File: src/rtl/mask_encoder16.sv
// Sequential mask-to-index encoder: accepts a request mask and streams the
// index of every set bit, lowest first, over a valid/ready handshake.
module mask_encoder16 #(
    parameter int WIDTH = 16,
    parameter int IDX_W = 4
) (
    input  logic             clk,
    input  logic             rst,
    input  logic             in_valid,
    output logic             in_ready,
    input  logic [WIDTH-1:0] in_mask,
    output logic             out_valid,
    input  logic             out_ready,
    output logic [IDX_W-1:0] out_idx,
    output logic             out_last,
    output logic             zero_mask,
    output logic             busy
);

    typedef enum logic {
        IDLE,
        SCAN
    } state_t;

    state_t           state;
    state_t           state_next;
    logic [WIDTH-1:0] pending;
    logic [WIDTH-1:0] pending_next;
    logic [WIDTH-1:0] pending_drop;
    logic             accept;
    logic             mask_nz;
    logic             beat;

    function automatic logic [IDX_W-1:0] lowest_set(input logic [WIDTH-1:0] v);
        lowest_set = '0;
        for (int i = WIDTH - 1; i >= 0; i--) begin
            if (v[i]) begin
                lowest_set = IDX_W'(i);
            end
        end
    endfunction

    assign mask_nz      = (in_mask != '0);
    assign accept       = (state == IDLE) && in_valid;
    assign beat         = out_valid && out_ready;
    // v & (v - 1) clears the lowest set bit, i.e. the one out_idx points at
    assign pending_drop = pending & (pending - WIDTH'(1));

    always_ff @(posedge clk) begin
        if (rst) begin
            state     <= IDLE;
            pending   <= '0;
            zero_mask <= 1'b0;
        end else begin
            state     <= state_next;
            pending   <= pending_next;
            zero_mask <= accept && !mask_nz;
        end
    end

    always_comb begin
        state_next   = state;
        pending_next = pending;
        case (state)
            IDLE: begin
                if (accept && mask_nz) begin
                    state_next   = SCAN;
                    pending_next = in_mask;
                end
            end
            SCAN: begin
                if (beat) begin
                    pending_next = pending_drop;
                    if (out_last) begin
                        state_next = IDLE;
                    end
                end
            end
            default: begin
                state_next   = IDLE;
                pending_next = '0;
            end
        endcase
    end

    always_comb begin
        in_ready  = (state == IDLE);
        busy      = (state == SCAN);
        out_valid = (state == SCAN);
        out_idx   = lowest_set(pending);
        out_last  = (pending != '0) && (pending_drop == '0);
    end

endmodule

File: config.mk
export PLATFORM = sky130hd
export DESIGN_NAME = mask_encoder16
export DESIGN_NICKNAME = d
export VERILOG_FILES = /design/src/rtl/mask_encoder16.sv
export SDC_FILE = /design/constraint.sdc
export NUM_CORES = 1
export LEC_CHECK = 0
export BUFFER_PORTS_ARGS = -buffer_cell sky130_fd_sc_hd__buf_2
export CAP_MARGIN = 20
export CELL_PAD_IN_SITES_DETAIL_PLACEMENT = 0
export CELL_PAD_IN_SITES_GLOBAL_PLACEMENT = 1
export CORE_MARGIN = 2
export CORE_UTILIZATION = 33
export CTS_CLUSTER_DIAMETER = 50
export CTS_CLUSTER_SIZE = 16
export DETAILED_ROUTE_END_ITERATION = 12
export PLACE_DENSITY_LB_ADDON = 0.12
export SYNTH_ARGS = -nofsm -noshare
export SYNTH_HDL_FRONTEND = slang
export SYNTH_SLANG_ARGS = --single-unit
File: constraint.sdc
create_clock -name clk -period 1.94 [get_ports clk]
set_input_delay 0.097 -clock clk [delete_from_list [all_inputs] [get_ports clk]]
set_output_delay 0.097 -clock clk [all_outputs]
set_load 0.1 [all_outputs]
==> impl_metrics.toml <==
[logic_synthesis]
syn_area_per_cell_um2 = 7.18
yosys-top-cells-area = "dfxtp_1, a21oi_1, nor2_1"
synth_edf_count = 0
synth.largest_area_cell = "dfxtp_1"
synth_ff_type = "dfxtp_1"
synth-seq-cells = 18
ys_seq_area_frac = 0.310
ys_types = 42
netlist_area_um2 = 1160
yosysTopAreaCellShare = 0.310
synth_cells = 162
ys_warn_count = 0
async_flop_share = 0
syn_nets = 182

[power_and_ir_drop]
comb_power_share = 0.591
ir_drop_mv = 0.493
p_int_mw = 0.898
p_sw_mw = 0.758
swShare = 0.458
seq_power_share = 0.265
finalPower_mw = 1.66
power_density_nw_per_um2 = 971
p_leak_nw = 0.711
power_frac_clock = 0.144

[routing]
antenna_left = 0
drtPass1Iterations = 4
drt_first_iter_violations = 45
vias = 1368
wl_um = 3580
drcViolationCount = 0
wl_per_cell_um = 13.9
via_per_inst = 5.32

[final_layout]
final_util = 0.507
antenna_cells = 0
area_growth_pct = 46.6
nFillCells = 351
finalNetCount = 232
drive_above_1_share = 0.412

[clocking]
cts_sinks = 18
cts-root-buf = "clkbuf_4"
insertion_delay_ns = 0.30
cts_buffer_depth = 2
cts_hold_buf = 0
cts_buffers = 3
cts_tree = "built"
cts-htree-levels = 1
clkSlewWorstSetupHoldPaths_ns = 0.11

[hold_path]
hp-class = "in -> reg"
hp-start = "in_mask[11]"

[floorplan]
pin_count = 29
fp.dieW_um = 63.4
start_util = 0.346
core_um2 = 3360
die_y_um = 63.4
rows = 21
fp.dieArea_um2 = 4020

[sta]
period_needed_ns = 2.30
rsz0062_at_grt = "true"
slew_headroom = 0.679
hold_viol = 0
fin_crit_sh = 1.19
tightest_slew_ns = 0.485
max_freq_mhz = 434
setup_ws_ns = -0.365
slew_viol_final = 0
hold_ws_ns = 0.0315
setup_viol = 2
fin_tns_setup_ns = -0.466
fin_skew_ns = 0.00146

[setup_path]
start_kind = "register"
critPathArrivalTime_ns = 2.21
slowest_delay_ns = 0.45
cp_cell_sequence = "nor4_4 -> nand4_2 -> or4_4 -> xnor2_2 -> nor2_1 -> and4_4 -> buf_12"
r2r-start = "pending[0]$_SDFFE_PP0P_"
path_class = "reg -> out"
end_kind = "output port"
worst-endpoint-required_ns = 1.84
path_max_fanout = 3
startpoint = "pending[0]$_SDFFE_PP0P_"
slowest_stage = "or4_4"

[grt]
antenna_found_initial = 0
grt_pass1_vias = 1292
grt_first_pass_wirelength_um = 6080
overflow = 0
gr-usage-all-layers = 0.189
grt_max_degree = 19

[run_status]
outcome = "finished with violations"
violations = "negative setup slack"

[placement]
io_buffer_count = 28
dp_slack_ns = -0.103
dpl.hpwl_um = 2730
gp_congestion = 0.776

[run]
cap_violations = 0
==> layer usage <==
layer | global-route usage | vias up | wire length (um) | part of all wire
met5 | 0 | - | 0 | 0
met4 | 0.0571 | 0 | 32 | 0.0090
met3 | 0.0196 | 4 | 187 | 0.052
met2 | 0.287 | 42 | 1540 | 0.43
met1 | 0.280 | 630 | 1810 | 0.51
li1 | - | 692 | - | -
==> metrics by stage <==
step,area (um^2),cells
after floorplan,1210,162
after global placement,1590,249
after detailed placement,1590,249
after CTS,1660,255
after global routing,1710,257
final,1710,257
==> cells in the final DEF, fill, tap and decap left out, drive strengths merged, types with 2 or more instances in the layout <==
cell type / n
o31ai: 2
a31oi: 3
dfxtp: 18
clkbuf: 4
inv: 4
and2: 3
nor2b: 2
nor2: 22
nand3: 4
nor4: 7
nand4: 2
nand2: 17
a221o: 2
or3: 2
buf: 57
a21oi: 21
nor3: 7
o21ai: 16
==> final timing paths <==
check / cells after the start / end / slack (ns)
worst min-delay path: 3 / pending[11]$_SDFFE_PP0P_ / 0.03
worst min register to register: 1 / zero_mask$_SDFF_PP0_ / 0.52
worst max register to register: 6 / busy$_SDFF_PP0_ / -0.10
worst max-delay path: 7 / out_last / -0.36
==> cell families after synthesis <==
kind of cell	Yosys count	synth area share
xor+xnor	1	0.0140
buf+inv	16	0.0624
simple gates	73	0.338
compound gates	54	0.276
flops	18	0.310
==> sequential cells by signal, indices dropped and copies added (netlist names) <==
name and flops:
zero_mask 1, pending 16, busy 1
==> final cells by class <==
| cell class | count | area, um^2 | area share |
|---|---|---|---|
| clock buffer | 4 | 36.3 | 0.0213 |
| inverter | 4 | 15.0 | 0.00880 |
| multi-input combinational | 128 | 797 | 0.467 |
| sequential | 18 | 375 | 0.220 |
| tap | 46 | 57.6 | 0.0337 |
| timing repair buffer | 57 | 424 | 0.249 |
==> what timing repair did <==
action,4_1_cts,5_1_grt
buffers inserted,2,2
resized for setup,9,10
hold endpoints to repair,0,0
gates cloned,0,0
pin swaps,5,4
endpoints found under the setup margin,4,8
==> cell usage after synthesis, drive strengths merged (2+ instances only) <==
| library cell | instances |
|---|---|
| o31ai | 2 |
| inv | 4 |
| nand2 | 17 |
| nor4 | 7 |
| a31oi | 3 |
| a221o | 2 |
| and2 | 3 |
| dfxtp | 18 |
| nor3 | 7 |
| o21ai | 16 |
| clkbuf | 10 |
| nand4 | 2 |
| a21oi | 21 |
| or3 | 2 |
| nand3 | 4 |
| buf | 2 |
| nor2 | 22 |
| nor2b | 2 |
==> worst max-delay path: cells and delay by family (launching register included) <==
kind | cells | cell delay [ns]
xor gates and xnor gates | 1 | 0.15
buffers and inverters | 1 | 0.17
and+or+nand+nor | 5 | 1.23
DFF | 1 | 0.35
==> power groups by stage <==
stage	combinational [mW]	clock, mW	sequential (mW)
2_1_floorplan	0.602	0	0.463
3_3_place_gp	0.921	0	0.443
3_5_place_dp	0.928	0	0.445
4_1_cts	0.945	0.242	0.436
5_1_grt	1.04	0.272	0.444
6_report	0.979	0.239	0.438
Power figures use the tool's default switching activity.
